### config.mk
export PLATFORM = sky130hd
export DESIGN_NAME = score_display_ctrl_flat
export DESIGN_NICKNAME = d
export VERILOG_FILES = /design/src/rtl/score_display_ctrl_pkg.sv /design/src/rtl/score_display_ctrl_if.sv /design/src/rtl/bcd_dabble_seq.sv /design/src/rtl/hexdecoder.sv /design/src/rtl/score_display_ctrl.sv /design/src/flat_wrapper.sv
export SDC_FILE = /design/constraint.sdc
export NUM_CORES = 1
export LEC_CHECK = 0
export ABC_CLOCK_PERIOD_IN_PS = 3600
export BUFFER_PORTS_ARGS = -buffer_cell sky130_fd_sc_hd__buf_2
export CORE_MARGIN = 1.5
export CORE_UTILIZATION = 45
export DETAILED_ROUTE_END_ITERATION = 10
export SETUP_SLACK_MARGIN = 0.02
export SYNTH_ARGS = -nofsm -noshare
export SYNTH_HDL_FRONTEND = slang
export SYNTH_HIERARCHICAL = 1
export SYNTH_SLANG_ARGS = --single-unit
### constraint.sdc
create_clock -name clock -period 3.6 [get_ports clock]
set_clock_uncertainty 0.05 [all_clocks]
set_input_delay 0.18 -clock clock [delete_from_list [all_inputs] [get_ports clock]]
set_output_delay 0.18 -clock clock [all_outputs]
set_load 0.02 [all_outputs]
### src/rtl/score_display_ctrl_pkg.sv
// Shared constants and state type for the score display controller.
package score_display_ctrl_pkg;

    // Active-low segment patterns {g,f,e,d,c,b,a}
    localparam logic [6:0] SEG_BLANK = 7'h7F;
    localparam logic [6:0] SEG_ZERO  = 7'h40;

    // Largest score that fits in four decimal digits
    localparam int unsigned BCD_MAX = 9999;

    typedef enum logic [1:0] {
        IDLE,
        CONVERT,
        LATCH
    } state_t;

endpackage

### src/rtl/score_display_ctrl_if.sv
// Score handshake between the game-state logic and the display controller.
interface score_display_ctrl_if #(
    parameter int SCORE_W = 14
);
    logic               score_valid;
    logic               score_ready;
    logic [SCORE_W-1:0] score;

    modport master (output score_valid, output score, input score_ready);
    modport slave  (input score_valid, input score, output score_ready);
endinterface

### src/rtl/bcd_dabble_seq.sv
// Iterative shift-add-3 binary to 4-digit BCD converter, one bit per cycle.
module bcd_dabble_seq #(
    parameter int SCORE_W = 14
) (
    input  logic               clock,
    input  logic               reset,
    input  logic               start,
    input  logic [SCORE_W-1:0] bin_in,
    output logic               done,
    output logic [15:0]        bcd
);

    localparam int CNT_W = $clog2(SCORE_W + 1);
    localparam logic [CNT_W-1:0] LAST_ITER = CNT_W'(SCORE_W - 1);

    logic               busy_q, busy_d;
    logic [CNT_W-1:0]   cnt_q, cnt_d;
    logic [SCORE_W-1:0] bin_q, bin_d;
    logic [15:0]        bcd_q, bcd_d;
    logic [15:0]        bcd_adj;

    // Add 3 to every nibble that would overflow past 9 after doubling
    generate
        for (genvar gi = 0; gi < 4; gi++) begin : g_adj
            assign bcd_adj[4*gi +: 4] = (bcd_q[4*gi +: 4] >= 4'd5)
                                      ? bcd_q[4*gi +: 4] + 4'd3
                                      : bcd_q[4*gi +: 4];
        end
    endgenerate

    // done is high during the final iteration so the caller can move on
    assign done = busy_q && (cnt_q == LAST_ITER);
    assign bcd  = bcd_q;

    // Load on start, otherwise adjust-then-shift while busy
    always_comb begin
        busy_d = busy_q;
        cnt_d  = cnt_q;
        bin_d  = bin_q;
        bcd_d  = bcd_q;
        if (start) begin
            busy_d = 1'b1;
            cnt_d  = '0;
            bin_d  = bin_in;
            bcd_d  = '0;
        end else if (busy_q) begin
            bcd_d = {bcd_adj[14:0], bin_q[SCORE_W-1]};
            bin_d = bin_q << 1;
            cnt_d = cnt_q + CNT_W'(1);
            if (cnt_q == LAST_ITER) begin
                busy_d = 1'b0;
            end
        end
    end

    // Converter state; a reset discards any partial result
    always_ff @(posedge clock or posedge reset) begin
        if (reset) begin
            busy_q <= 1'b0;
            cnt_q  <= '0;
            bin_q  <= '0;
            bcd_q  <= '0;
        end else begin
            busy_q <= busy_d;
            cnt_q  <= cnt_d;
            bin_q  <= bin_d;
            bcd_q  <= bcd_d;
        end
    end

endmodule

### src/rtl/hexdecoder.sv
// Binary nibble to active-low 7-segment pattern {g,f,e,d,c,b,a}.
module hexdecoder
    import score_display_ctrl_pkg::*;
(
    input  logic [3:0] digit,
    output logic [6:0] seg
);

    // Pure lookup; hex letters kept so the decoder stays general purpose
    always_comb begin
        seg = SEG_ZERO;
        case (digit)
            4'h0: seg = SEG_ZERO;
            4'h1: seg = 7'h79;
            4'h2: seg = 7'h24;
            4'h3: seg = 7'h30;
            4'h4: seg = 7'h19;
            4'h5: seg = 7'h12;
            4'h6: seg = 7'h02;
            4'h7: seg = 7'h78;
            4'h8: seg = 7'h00;
            4'h9: seg = 7'h10;
            4'hA: seg = 7'h08;
            4'hB: seg = 7'h03;
            4'hC: seg = 7'h46;
            4'hD: seg = 7'h21;
            4'hE: seg = 7'h06;
            4'hF: seg = 7'h0E;
            default: seg = SEG_ZERO;
        endcase
    end

endmodule

### src/rtl/score_display_ctrl.sv
// Accepts a binary score, converts it to BCD and drives four 7-segment digits
// with optional leading-zero blanking and whole-display blinking.
module score_display_ctrl
    import score_display_ctrl_pkg::*;
#(
    parameter int SCORE_W   = 14,
    parameter int BLINK_DIV = 25_000_000
) (
    input  logic                 clock,
    input  logic                 reset,
    score_display_ctrl_if.slave  sif,
    input  logic                 blank_lz,
    input  logic                 blink_en,
    output logic                 sat,
    output logic [6:0]           HEX0,
    output logic [6:0]           HEX1,
    output logic [6:0]           HEX2,
    output logic [6:0]           HEX3
);

    localparam int BW = (BLINK_DIV > 1) ? $clog2(BLINK_DIV) : 1;
    localparam logic [BW-1:0] BLINK_LAST = BW'(BLINK_DIV - 1);

    state_t             state_q, state_d;
    logic               sat_next_q, sat_next_d;
    logic               sat_q, sat_d;
    logic [3:0][3:0]    digit_q, digit_d;
    logic [BW-1:0]      blink_cnt_q, blink_cnt_d;
    logic               blink_phase_q, blink_phase_d;

    logic               conv_start;
    logic               conv_done;
    logic [15:0]        conv_bcd;
    logic               sat_hit;
    logic [SCORE_W-1:0] score_clamped;

    // Clamping first guarantees four BCD digits never overflow
    assign sat_hit       = (32'(sif.score) > BCD_MAX);
    assign score_clamped = sat_hit ? SCORE_W'(BCD_MAX) : sif.score;
    assign sif.score_ready = (state_q == IDLE);
    assign sat           = sat_q;

    bcd_dabble_seq #(.SCORE_W(SCORE_W)) u_dabble (
        .clock  (clock),
        .reset  (reset),
        .start  (conv_start),
        .bin_in (score_clamped),
        .done   (conv_done),
        .bcd    (conv_bcd)
    );

    // Sequencer: accept, wait for the converter, then latch digits and sat
    always_comb begin
        state_d    = state_q;
        sat_next_d = sat_next_q;
        sat_d      = sat_q;
        digit_d    = digit_q;
        conv_start = 1'b0;
        case (state_q)
            IDLE: begin
                if (sif.score_valid) begin
                    conv_start = 1'b1;
                    sat_next_d = sat_hit;
                    state_d    = CONVERT;
                end
            end
            CONVERT: begin
                if (conv_done) begin
                    state_d = LATCH;
                end
            end
            LATCH: begin
                digit_d = conv_bcd;
                sat_d   = sat_next_q;
                state_d = IDLE;
            end
            default: state_d = IDLE;
        endcase
    end

    // Free-running blink divider; phase flips on every wrap
    always_comb begin
        blink_cnt_d   = blink_cnt_q + BW'(1);
        blink_phase_d = blink_phase_q;
        if (blink_cnt_q == BLINK_LAST) begin
            blink_cnt_d   = '0;
            blink_phase_d = ~blink_phase_q;
        end
    end

    // All controller state registers
    always_ff @(posedge clock or posedge reset) begin
        if (reset) begin
            state_q       <= IDLE;
            sat_next_q    <= 1'b0;
            sat_q         <= 1'b0;
            digit_q       <= '0;
            blink_cnt_q   <= '0;
            blink_phase_q <= 1'b0;
        end else begin
            state_q       <= state_d;
            sat_next_q    <= sat_next_d;
            sat_q         <= sat_d;
            digit_q       <= digit_d;
            blink_cnt_q   <= blink_cnt_d;
            blink_phase_q <= blink_phase_d;
        end
    end

    // lz_chain[i] is high when blanking is on and digits i..3 are all zero
    logic [4:1] lz_chain;
    logic [6:0] seg_raw [4];
    logic [6:0] hex_out [4];

    assign lz_chain[4] = blank_lz;

    generate
        for (genvar gi = 0; gi < 4; gi++) begin : g_digit
            hexdecoder u_hex (
                .digit (digit_q[gi]),
                .seg   (seg_raw[gi])
            );
            if (gi == 0) begin : g_ones
                // Ones digit always shows, except during the blink-off phase
                assign hex_out[gi] = (blink_en && blink_phase_q) ? SEG_BLANK : seg_raw[gi];
            end else begin : g_upper
                assign lz_chain[gi] = lz_chain[gi+1] && (digit_q[gi] == 4'd0);
                assign hex_out[gi]  = ((blink_en && blink_phase_q) || lz_chain[gi])
                                    ? SEG_BLANK : seg_raw[gi];
            end
        end
    endgenerate

    assign HEX0 = hex_out[0];
    assign HEX1 = hex_out[1];
    assign HEX2 = hex_out[2];
    assign HEX3 = hex_out[3];

endmodule

### src/flat_wrapper.sv
// flat-port wrapper written by rule: the top's interface ports become plain ports
module score_display_ctrl_flat import score_display_ctrl_pkg::*;
#(
    parameter int SCORE_W   = 14,
    parameter int BLINK_DIV = 25_000_000
)
  (clock, reset, blank_lz, blink_en, sat, HEX0, HEX1, HEX2, HEX3, sif_score_valid, sif_score, sif_score_ready);
  score_display_ctrl_if #(.SCORE_W(SCORE_W)) sif_i ();
  input  logic clock;
  input  logic reset;
  input  logic blank_lz;
  input  logic blink_en;
  output logic sat;
  output logic [6:0] HEX0;
  output logic [6:0] HEX1;
  output logic [6:0] HEX2;
  output logic [6:0] HEX3;
  input wire logic [$bits(sif_i.score_valid)-1:0] sif_score_valid;
  input wire logic [$bits(sif_i.score)-1:0] sif_score;
  output wire logic [$bits(sif_i.score_ready)-1:0] sif_score_ready;
  assign sif_i.score_valid = sif_score_valid;
  assign sif_i.score = sif_score;
  assign sif_score_ready = sif_i.score_ready;
  score_display_ctrl #(.SCORE_W(SCORE_W), .BLINK_DIV(BLINK_DIV)) u_core (.clock(clock), .reset(reset), .sif(sif_i), .blank_lz(blank_lz), .blink_en(blink_en), .sat(sat), .HEX0(HEX0), .HEX1(HEX1), .HEX2(HEX2), .HEX3(HEX3));
endmodule
Yosys cells after proc, flatten, opt, wreduce, memory -nomap -nowiden

Memories as Yosys holds them, arrays and structs flattened.
Cells that the tools add are included.

Flip-flop bits (word level): 81
Bits in read-only memories: 448
Output and inout bits: 30
Memories: 4

Add/subtract/negate cells: 6
$lt $le $gt $ge: 5
Eq/ne operators: 6
Multiplexer cells: 24
Bitwise logic cells: 1
Reduce and logical (&&, ||, !) cells: 15

Memories:

| name             | depth | width | rd ports | clocked after memory_dff | wr ports | RTL line         | text |
|---|---|---|---|---|---|---|---|
| (name not given) | 16    | 7     | 1        | 0                        | 0        | hexdecoder.sv:12 | `case (digit)` |
| (name not given) | 16    | 7     | 1        | 0                        | 0        | hexdecoder.sv:12 |  |
| (name not given) | 16    | 7     | 1        | 0                        | 0        | hexdecoder.sv:12 |  |
| (name not given) | 16    | 7     | 1        | 0                        | 0        | hexdecoder.sv:12 |  |

Operators with widths:

| cell                                                   | number |
|---|---|
| two-way mux 14 bit                                     | 3 |
| two-way mux 16 bit                                     | 2 |
| two-way mux 7 bit                                      | 4 |
| adder 25 x 1 -> 25 bit (second input constant)         | 1 |
| equality test 25 bit (second input constant)           | 1 |
| two-way mux 25 bit                                     | 1 |
| two-way mux 4 bit                                      | 5 |
| >= comparator 4 x 3 -> 1 bit (second input constant)   | 4 |
| greater-than comparator 14 bit (second input constant) | 1 |
| adder 4 x 2 -> 4 bit (second input constant)           | 3 |
| zero test 4 bit                                        | 3 |
| logical AND 1 bit                                      | 5 |
| two-way mux 1 bit                                      | 5 |
| adder 4 x 1 -> 4 bit (second input constant)           | 1 |
| equality test 4 bit (second input constant)            | 1 |
| two-way mux 2 bit                                      | 2 |
| case mux 2 bit (2 select lines)                        | 1 |
| AND reduction 2 bit                                    | 2 |
| adder 3 x 2 -> 3 bit (second input constant)           | 1 |
| logical OR 1 bit                                       | 3 |
| two-way mux 3 bit                                      | 1 |
| equality test 2 x 1 -> 1 bit (second input constant)   | 1 |
| equality test 2 bit (second input constant)            | 1 |
| zero test 2 bit                                        | 1 |
| other kinds (4)                                        | 4 |

Longest topological paths before layout

Depth in word-level cells: 6
Gate-level depth with buffers: 7
Gate-level depth less buffers: 7

By module

The synthesis kept the hierarchy.

Modules (own cells, without submodules):

| module             | times used | cells an instance | area an instance (um^2) | sequential area each (um^2) |
|---|---|---|---|---|
| score_display_ctrl | 1          | 218               | 2287.2                  | 1151.1 |
| bcd_dabble_seq     | 1          | 193               | 1871.8                  | 875.8 |
| hexdecoder         | 4          | 32                | 275.3                   | 0.0 |

Worst setup path after synthesis

OpenSTA, ideal clock, no wires.

Kind: flip-flop to output port
From: reg u_core/digit_q[8] (netlist name)
To: out HEX2[3]
Data arrival time: 1.681 ns
Setup slack: 1.689 ns
Stages on the path, launching flop included: 6
Path through: dfrtp_1 -> inv_1 -> ha_1 -> inv_1 -> mux4_1 -> or2_2

RTL lines:

| item                   | RTL line                  | text |
|---|---|---|
| start, declared        | score_display_ctrl.sv:27  | `logic [3:0][3:0] digit_q, digit_d;` |
| start signal, assigned | score_display_ctrl.sv:104 | `digit_q <= digit_d;` |
| end, declared          | flat_wrapper.sv:16        | `output logic [6:0] HEX2;` |

Worst setup path after layout

From: reg u_core/digit_q[15] (netlist name)
To: out HEX1[2]

Longest elaborated chain between the ends: 6

RTL lines:

| item                            | RTL line                  | text |
|---|---|---|
| zero test 4 bit                 | score_display_ctrl.sv:127 | `assign lz_chain[gi] = lz_chain[gi+1] && (digit_q[gi] == 4'd0);` |
| logical AND 1 bit (3 in series) | score_display_ctrl.sv:127 |  |
| logical OR 1 bit                | score_display_ctrl.sv:128 | `assign hex_out[gi] = ((blink_en && blink_phase_q) \|\| lz_chain[gi])` |
| two-way mux 7 bit               | score_display_ctrl.sv:129 | `? SEG_BLANK : seg_raw[gi];` |
| end, declared                   | flat_wrapper.sv:15        | `output logic [6:0] HEX1;` |

No other way between the ends.

==> summary.txt <==
Synth
  – Ys async rst share: 100%
  – Post-synthesis register bit count: 81
  – Top cells by area, synth: dfrtp_1 (39%), ha_1 (9.3%), mux2i_1 (6.1%), mux2_2 (4.3%), nor2_1 (3.6%)
  – Ys flop type: dfrtp_1
  – Top cells by count, synth: dfrtp_1 (81), nor2_1 (51), ha_1 (39), nand2_1 (37), o21ai_0 (37)
  – Post-synth EDFFs: 0
  – Area leader, netlist: dfrtp_1
  – Area share of the largest cell type after synthesis: 38.5%
  – Syn Inst Count: 539
  – Syn nets: 597
  – Mean Syn Cell Area: 9.76 sq um
  – Synth Warn #: 6
  – Post-synth cell types: 51
  – Sequential area share after synthesis: 38.5%
  – Mapped Area: 5260 sq um
  – Cell with the most instances after synthesis: dfrtp_1

Die
  – Die Area: 12,300 sq um
  – Die width: 111 microns
  – Chip Height: 111 microns
  – Row count: 39
  – I/O pin cnt: 49
  – Core Area: 11,400 sq um
  – Starting Density: 46.1%

Min path
  – HP Start: sif_score_valid
  – Hold endpoint: u_core/state_q[0]
  – Worst Hold Class: in -> reg
  – Hold-critical path depth: 3

GRT
  – GRT Total Usage: 16.6%
  – Initial antenna violation count: 0
  – Number of global-route vias before repair: 3,672
  – First-pass GRT wire length: 16.9 mm
  – Grt met3 use: 3.66%
  – Global routing usage on met2: 27.0%
  – Largest net degree at the start of global routing: 47
  – GRT overflow: 0
  – Global routing's busiest layer: met2
  – Met1 Track Usage GR: 22.1%

STA
  – Fmax: 396 MHz
  – Worst-margin pin slew: 0.888 ns
  – Final period utilization: 70.2%
  – Max_slew headroom: 40.7%
  – Post-route setup TNS: 0 ns
  – Endpoints failing setup: 0
  – Final min period: 2.53 ns
  – Setup ws final: 1.07 ns
  – Fin. Hold Viols: 0
  – Max Slew Vio Count: 0
  – RSZ-0062 raised after global routing: no

Drt
  – Via count: 3,824
  – WL final: 9.73 mm
  – DRC: 0
  – Drt wl/cell: 13.4 microns
  – Post-DRT Antenna Nets: 0
  – Vias per cell: 5.26
  – DR iter-0 viols: 177
  – Drt pass-1 iters: 4

Critical path
  – Worst R2R End: u_core/blink_cnt_q[22]
  – Reg2Reg Setup Slack: 1.31 ns
  – R2r worst-path depth: 5
  – Critical Path AT: 2.30 ns
  – WP data required: 3.37 ns
  – CP startpoint kind: flip-flop
  – CP Class: reg -> out
  – CP max FO: 14
  – Reg2reg start: u_core/blink_cnt_q[15]
  – Crit path capture type: output port

Clock network
  – CTS tree: done
  – Clock Pin Slew Worst Setup and Hold Paths: 0.06 ns
  – CTS Root Cell: clkbuf_16
  – CTS Buf Count: 9
  – Post_cts resized: 0
  – Largest buffer count on any clock path: 2
  – CTS H-tree depth: 3
  – Clock latency on the worst-skew pair: 0.34 ns
  – CTS sink cnt: 81

Placement
  – RePlAce Congestion: 0.751
  – Post-Place Setup Slack: 1.33 ns
  – Post-DP HPWL: 6.96 mm
  – # port buffers: 48

Finish
  – Final #Nets: 637
  – Layout area overhead: 12.2%
  – Share of cells above drive strength 1: 20.5%
  – # diodes: 0

Job
  – Max_cap viols: 0

Outcome
  – Outcome: finished clean

Power and ir drop
  – Max VDD drop: 0.371 mV
  – P_leak: 0.00277 uW
  – Pwr dens: 651 nW/um^2
routing by layer:
| layer | vias up | wire, microns |
|---|---|---|
| li1 | 1945 | - |
| met1 | 1817 | 4780 |
| met2 | 56 | 4550 |
| met3 | 6 | 290 |
| met4 | 0 | 111 |
| met5 | - | 0 |
where the power goes:
part           switching [uW]  leakage (uW)  total (uW)  internal, uW
sequential                248       0.00107        1360          1110
clock                     356      0.000151         983           626
combinational             829       0.00155        1500           670
total                    1430       0.00277        3840          2410
layout make-up:
| type | count | area [sq um] |
|---|---|---|
| inverter | 28 | 105 |
| clock inverter | 6 | 91.3 |
| clock buffer | 10 | 239 |
| tap | 143 | 179 |
| sequential | 81 | 2030 |
| fill | 1065 | 5520 |
| timing repair buffer | 54 | 288 |
| multi-input combinational | 405 | 2970 |
sequential cells by signal, indices dropped and copies added, names as in the netlist:
name and count:
u_core/blink_cnt_q 25, u_core/digit_q 16, u_core/u_dabble/bcd 16, u_core/u_dabble/bin_q 14, u_core/u_dabble/cnt_q 4, u_core/state_q 2
u_core/blink_phase_q 1, u_core/sat 1, u_core/sat_next_q 1, u_core/u_dabble/busy_q 1
per-stage QoR:
stage	util, %	instance area [sq um]	power, uW	hold slack, ns	std cells
after global placement	48.7	5560	2830	0.322	710
after CTS	51.7	5900	3890	0.0368	727
final	51.7	5900	3840	0.0486	727
after floorplan	-	5260	2520	0.283	539
after detailed placement	48.7	5560	2880	0.323	710
after global routing	51.7	5900	4130	0.0569	727
layout by cell type (no fill, tap or decap), types with 8 or more instances in the layout:
cell / Yosys / final
a21oi_1: 13 / 13
a22o_1: 8 / 8
buf_2: 12 / 48
clkbuf_16: 0 / 9
dfrtp_1: 81 / 81
ha_1: 39 / 39
inv_1: 27 / 26
mux2_2: 20 / 20
mux2i_1: 32 / 32
nand2_1: 37 / 37
nand2b_1: 21 / 21
nand3_1: 18 / 18
nor2_1: 51 / 51
o21ai_0: 37 / 37
or2_2: 22 / 22
xnor2_1: 10 / 10
xor2_1: 16 / 16
critical path, cell delays in order, from the launching register on:
cell and delay (ns):
dfrtp_1 0.55, nor4_1 0.42, nand3_1 0.15, o21ai_0 0.48, or2_2 0.20, buf_2 0.15
cell families (layout without fill, tap and decap cells):
group / after synthesis / after routing / synth area share, %
flip-flops: 81 / 81 / 38.5
AND/OR/NAND/NOR: 205 / 205 / 21.2
adder cells (fa/ha/maj): 39 / 39 / 9.28
AO/OA/AOI/OAI: 79 / 79 / 9.40
XOR/XNOR: 26 / 26 / 4.33
multiplexers: 56 / 56 / 12.4
buffers and inverters: 53 / 98 / 4.92
timing repair:
| item | in CTS | in global routing |
|---|---|---|
| endpoints found under the hold margin | 46 | 0 |
| hold buffers | 1 | 0 |
| setup buffers | 0 | 0 |
worst max-delay path by stage:
stage / cells after the start / end / start
CTS: 5 / HEX1[2] / u_core/digit_q[15]
detailed placement: 5 / u_core/blink_cnt_q[22] / u_core/blink_cnt_q[10]
global placement: 5 / u_core/blink_cnt_q[22] / u_core/blink_cnt_q[10]
floorplan: 5 / HEX2[3] / u_core/digit_q[8]
finish: 5 / HEX1[2] / u_core/digit_q[15]
global route: 5 / HEX1[1] / u_core/digit_q[15]
No activity file was read; power rests on OpenSTA's default activity.
